--- src/rtl/led_arbiter.sv ---
// led_arbiter: round-robin owner of a 4-bit LED bank with minimum hold, blink and optional forced release (LED_ARB_TIMEOUT_EN).
// 1-cycle grant latency, all outputs registered; other requesters simply wait while the bank is owned.
module led_arbiter #(
  parameter logic [31:0] HALF_PERIOD = 32'd50_000_000,
  parameter logic [31:0] MIN_HOLD    = 32'd1000,
  parameter logic [31:0] MAX_HOLD    = 32'd500_000_000
) (
  input  logic        sys_clk,
  input  logic        rst_n,
  input  logic [3:0]  req,
  input  logic [15:0] pat_in,
  input  logic [3:0]  blink,
  output logic [3:0]  gnt,
  output logic [3:0]  pl_led,
  output logic        busy
);

  typedef enum logic {IDLE, OWN} state_t;

  localparam logic [31:0] MIN_LAST = MIN_HOLD - 32'd1;
  localparam logic [31:0] HP_LAST  = HALF_PERIOD - 32'd1;

  if (HALF_PERIOD == 32'd0 || MIN_HOLD == 32'd0 || MAX_HOLD < MIN_HOLD) begin : g_bad_cfg
    $error("led_arbiter: illegal parameter set");
  end

  state_t      state, state_nxt;
  logic [3:0]  gnt_nxt, pl_nxt;
  logic        busy_nxt;
  logic [31:0] hold_cnt, hold_nxt;
  logic [31:0] bcnt, bcnt_nxt;
  logic        phase, phase_nxt;
  logic [1:0]  last_owner, last_nxt;
  logic [1:0]  owner, owner_nxt;
  logic [3:0]  excl, excl_nxt;

  logic [3:0]  cand;
  logic [1:0]  idx;
  logic [1:0]  winner;
  logic        found;
  logic [3:0]  own_pat;
  logic        release_req;
  logic        force_rel;

  // Round-robin search from the requester after the last owner; a requester
  // that was forced off is skipped unless it is the only one left.
  always_comb begin
    cand   = req & ~excl;
    idx    = 2'd0;
    winner = last_owner;
    found  = 1'b0;
    if (cand == 4'd0) cand = req;
    for (int k = 0; k < 4; k++) begin
      idx = last_owner + 2'(k) + 2'd1;
      if (!found && cand[idx]) begin
        found  = 1'b1;
        winner = idx;
      end
    end
  end

  assign own_pat = pat_in[{owner, 2'b00} +: 4];

  always_comb begin
    state_nxt   = state;
    gnt_nxt     = gnt;
    pl_nxt      = pl_led;
    busy_nxt    = busy;
    hold_nxt    = hold_cnt;
    bcnt_nxt    = bcnt;
    phase_nxt   = phase;
    last_nxt    = last_owner;
    owner_nxt   = owner;
    excl_nxt    = excl;
    release_req = !req[owner] && (hold_cnt >= MIN_LAST);
    force_rel   = 1'b0;
`ifdef LED_ARB_TIMEOUT_EN
    force_rel   = (hold_cnt >= MAX_HOLD - 32'd1) && ((req & ~gnt) != 4'd0);
`endif
    unique case (state)
      IDLE: begin
        gnt_nxt  = 4'd0;
        pl_nxt   = 4'd0;
        busy_nxt = 1'b0;
        if (req != 4'd0) begin
          state_nxt = OWN;
          owner_nxt = winner;
          last_nxt  = winner;
          gnt_nxt   = 4'b0001 << winner;
          busy_nxt  = 1'b1;
          hold_nxt  = 32'd0;
          bcnt_nxt  = 32'd0;
          phase_nxt = 1'b1;
          pl_nxt    = pat_in[{winner, 2'b00} +: 4];
          excl_nxt  = 4'd0;
        end
      end
      OWN: begin
        if (release_req || force_rel) begin
          state_nxt = IDLE;
          gnt_nxt   = 4'd0;
          pl_nxt    = 4'd0;
          busy_nxt  = 1'b0;
          if (force_rel && req[owner]) excl_nxt = gnt;
        end else begin
          if (hold_cnt != 32'hFFFF_FFFF) hold_nxt = hold_cnt + 32'd1;
          if (bcnt == HP_LAST) begin
            bcnt_nxt  = 32'd0;
            phase_nxt = !phase;
          end else begin
            bcnt_nxt = bcnt + 32'd1;
          end
          // Use the post-update phase so each LED half-period is exactly HALF_PERIOD cycles.
          pl_nxt = blink[owner] ? (own_pat & {4{phase_nxt}}) : own_pat;
        end
      end
      default: state_nxt = IDLE;
    endcase
  end

  always_ff @(posedge sys_clk or negedge rst_n) begin
    if (!rst_n) begin
      state      <= IDLE;
      gnt        <= 4'd0;
      pl_led     <= 4'd0;
      busy       <= 1'b0;
      hold_cnt   <= 32'd0;
      bcnt       <= 32'd0;
      phase      <= 1'b1;
      last_owner <= 2'd3;
      owner      <= 2'd0;
      excl       <= 4'd0;
    end else begin
      state      <= state_nxt;
      gnt        <= gnt_nxt;
      pl_led     <= pl_nxt;
      busy       <= busy_nxt;
      hold_cnt   <= hold_nxt;
      bcnt       <= bcnt_nxt;
      phase      <= phase_nxt;
      last_owner <= last_nxt;
      owner      <= owner_nxt;
      excl       <= excl_nxt;
    end
  end

endmodule

--- config.mk ---
export PLATFORM = sky130hd
export DESIGN_NAME = led_arbiter
export DESIGN_NICKNAME = d
export VERILOG_FILES = /design/src/rtl/led_arbiter.sv
export SDC_FILE = /design/constraint.sdc
export NUM_CORES = 1
export LEC_CHECK = 0
export CELL_PAD_IN_SITES_DETAIL_PLACEMENT = 0
export CELL_PAD_IN_SITES_GLOBAL_PLACEMENT = 1
export CORE_MARGIN = 2
export CORE_UTILIZATION = 50
export DETAILED_ROUTE_END_ITERATION = 8
export DONT_BUFFER_PORTS = 1
export GPL_ROUTABILITY_DRIVEN = 0
export GPL_TIMING_DRIVEN = 1
export PLACE_DENSITY_LB_ADDON = 0.1
export SLEW_MARGIN = 20
export SYNTH_ARGS = -nofsm -noshare
export SYNTH_HDL_FRONTEND = slang
export SYNTH_SLANG_ARGS = --single-unit
--- constraint.sdc ---
create_clock -name sys_clk -period 2.74 [get_ports sys_clk]
set_input_delay 0.411 -clock sys_clk [delete_from_list [all_inputs] [get_ports sys_clk]]
set_output_delay 0.411 -clock sys_clk [all_outputs]
set_load 0.01 [all_outputs]
==> summary.md <==
| Metric | Value |
|---|---|
| Antenna violations before repair | 0 |
| CTS tree | yes |
| CTS sink cnt | 79 |
| Area growth, synth to finish | 8.70% |
| Worst clock skew | 0.0139 ns |
| Min-delay src | req[3] |
| Post-CTS Setup Repair Bufs | 0 |
| Pwr Density | 695 nW/µm² |
| Setup violations, final | 0 |
| R2r startpoint | hold_cnt[22] |
| Crit Path Max Fanout | 20 |
| Sequential group share of total power | 0.484 |
| CP Capture Type | register |
| Arrival @ worst endpoint | 2.79 ns |
| Most common cell on crit path | or4_1 |
| Slowest-stage cell, CP | or4_1 |
| Cell family with most CP delay | simple AND/OR/NAND/NOR gates |
| RSZ-0062 raised after global routing | false |
| Fin crit share | 0.919 |
| Commonest non-fill, non-tap cells in the layout | 76 x dfrtp_1, 56 x nand2_1, 29 x nor2_1, 28 x nand3_1, 27 x a21oi_1 |
| Filler cells | 807 |
| Setup slack after layout | 0.222 ns |
| Post-Syn Area per Cell | 9.34 µm² |
| First-pass GRT wire length | 19600 µm |
| Syn. warnings | 0 |
| Die Ht | 99.8 µm |
| Synth area leader | dfrtp_1 |
| Seq/Total Area, Yosys | 0.432 |
| Hold endpoint | gnt[2] |
| Least-Margin Pin Slew | 0.601 ns |
| DRT Pass-1 Iters | 7 |
| Max H-tree Level | 3 |
| CTS Buffer Depth | 2 |
| Final net count | 523 |
| Switch Pwr | 1.13 mW |
| CORE AREA | 8810 µm² |
| Logic pwr share | 0.240 |
| Drt drc | 0 |
| Tot GR Track Use | 0.248 |
| Final TNS setup | 0 ns |
| PortBufs | 0 |
| Starting Density | 0.521 |
| Vias/cell | 6.58 |
| FF-to-FF End | hold_cnt[14] |
| Iter 0 DRT Violations | 238 |
| Die area | 9960 µm² |
| Root buffer cell | clkbuf_8 |
| Largest net degree at the start of global routing | 80 |
| Via count of the routed design | 3998 |
| Routed Antenna Nets | 0 |
| Worst hold path depth | 2 |
| Clk_lat worst skew | 0.36 ns |
| # diodes | 0 |
| Vias in the first global route | 3898 |
| Pleak | 2.01 nW |
| Slew Limit Fails | 0 |
| Switch share | 0.327 |
| Rows | 34 |
| Hold slack | 0.291 ns |
| Share of the synthesized area in the top cell type | 0.415 |
| Critical Path Start | hold_cnt[22] |
| Mapped Nets | 519 |
| Total power | 3.46 mW |
| Die width | 99.8 µm |
| CP Buf/Inv Count | 0 |
| P_int | 2.33 mW |
| Drt wl/cell | 19.1 µm |
| Netlist cell types | 53 |
| Layout cells sized above 1 | 0.118 |
| Synth top area cells | dfrtp_1 41%, mux4_2 4.9%, nand2_1 4.6% |
| I/O Pins | 35 |
| Max Fclk | 0.397 GHz |
| Post-DP HPWL | 8010 µm |
| CP Cell Sequence | or4_1, nor3_2, a31o_4, nand3_2, or4_1, a21oi_1 |
| Grt total ovfl | 0 |
| Reg2reg path depth | 6 |
| Mapped Area | 4590 µm² |
| Slew HR | 0.598 |
| Critical Path RT | 3.01 ns |
| WL final | 11600 µm |
| Clock slew at reported path FFs | 0.08 ns |
| CTS Buf Count | 9 |
| Max_cap viols | 0 |
| Flop2flop setup slack | 0.22 ns |
| Worst path max stage delay | 0.59 ns |
| Critical path class | reg -> reg |
| Peak VDD IR | 0.457 mV |
| DP Worst Slack | 0.263 ns |
| Post-Synthesis Cells | 491 |
| Worst Hold Class | in -> reg |
| Final Hold Viols | 0 |
| Post-cts sizing count | 0 |
| Commonest non-fill, non-tap cell in the layout | dfrtp_1 |
| Clock group share of total power | 0.276 |
| Final Core Density | 0.566 |
| Worst Setup Start Kind | register |
| Status | finished clean |
| Post-synthesis sequential element count | 79 |
| Min Clock Period, post-route | 2.52 ns |
-- synthesized netlist by cell type (all sizes together) --
library cell / count
a22oi: 1
nor4b: 1
clkbuf: 14
o21ai: 27
nand2b: 4
nor4: 12
or3: 10
mux2i: 6
nand3: 29
inv: 6
a41o: 1
o311ai: 2
ha: 2
a32o: 6
nor3: 14
and2: 6
nand2: 56
buf: 13
nand3b: 2
or4: 14
a21o: 6
a21oi: 29
nor2b: 2
nand4: 24
and4: 8
o31ai: 19
mux4: 10
a31o: 2
nor2: 31
a211o: 1
o211ai: 5
and3: 7
clkinv: 1
xor2: 7
o41ai: 5
a22o: 5
dfrtp: 76
a31oi: 16
xnor2: 8
dfstp: 3
-- power groups by stage --
stage | Clock [mW] | Sequential, mW | Combinational, mW
after CTS | 0.973 | 1.68 | 0.837
after detailed placement | 0 | 1.70 | 0.805
final | 0.957 | 1.68 | 0.830
after global placement | 0 | 1.69 | 0.778
after floorplan | 0 | 1.60 | 0.697
after global routing | 1.02 | 1.72 | 0.925
-- logic make-up (layout without fill, tap and decap cells) --
group / count (synthesis) / in the layout / synth area share
and+or+nand+nor: 220 / 220 / 0.257
muxes: 16 / 16 / 0.0622
adders and majority gates: 2 / 2 / 0.00545
buffers and inverters: 34 / 43 / 0.0335
DFF: 79 / 79 / 0.432
xor gates and xnor gates: 15 / 15 / 0.0286
AOI/OAI and AO/OA: 125 / 125 / 0.181
-- area by class of cell --
cell class | instances | area [µm²] | area share
clock buffer | 11 | 131 | 0.0263
tap | 108 | 135 | 0.0271
sequential | 79 | 1980 | 0.397
timing repair buffer | 20 | 173 | 0.0346
clock inverter | 5 | 83.8 | 0.0168
multi-input combinational | 378 | 2460 | 0.493
inverter | 7 | 26.3 | 0.00527
-- layer usage --
metal / vias up / global-route usage / part of all wire
li1: 1897 / - / -
met1: 1980 / 0.367 / 0.48
met2: 108 / 0.380 / 0.45
met3: 13 / 0.0397 / 0.056
met4: 0 / 0.0727 / 0.012
met5: - / 0 / 0
-- repair_timing --
| action | in CTS | in global routing |
|---|---|---|
| hold buffers | 2 | 0 |
| endpoints found under the hold margin | 79 | 0 |
| setup endpoints to repair | 0 | 0 |
-- worst max-delay path by stage --
stage / to / cells after the start
after global placement: hold_cnt[22] / 6
after floorplan: bcnt[14] / 9
after CTS: hold_cnt[14] / 6
after global routing: hold_cnt[31] / 6
after detailed placement: hold_cnt[22] / 6
final: hold_cnt[14] / 6
-- per-stage QoR --
step                      cell area [µm²]  std cells
after floorplan                      4590        491
after global placement               4730        590
after detailed placement             4730        590
after CTS                            4990        608
after global routing                 4990        608
final                                4990        608
-- state kept, by name, summed over array words and instances, names as in the netlist --
| signal | cells |
|---|---|
| busy | 1 |
| phase | 1 |
| owner | 2 |
| hold_cnt | 32 |
| bcnt | 32 |
| pl_led | 4 |
| state | 1 |
| last_owner | 2 |
| gnt | 4 |
-- worst register-to-register path: stages (launching register included) --
cell and delay, ns:
dfrtp_1 0.42, or4_1 0.55, nor3_2 0.17, a31o_4 0.22, nand3_2 0.31, or4_1 0.59, a21oi_1 0.18
Note: power is estimated with default switching activity, not from simulation.
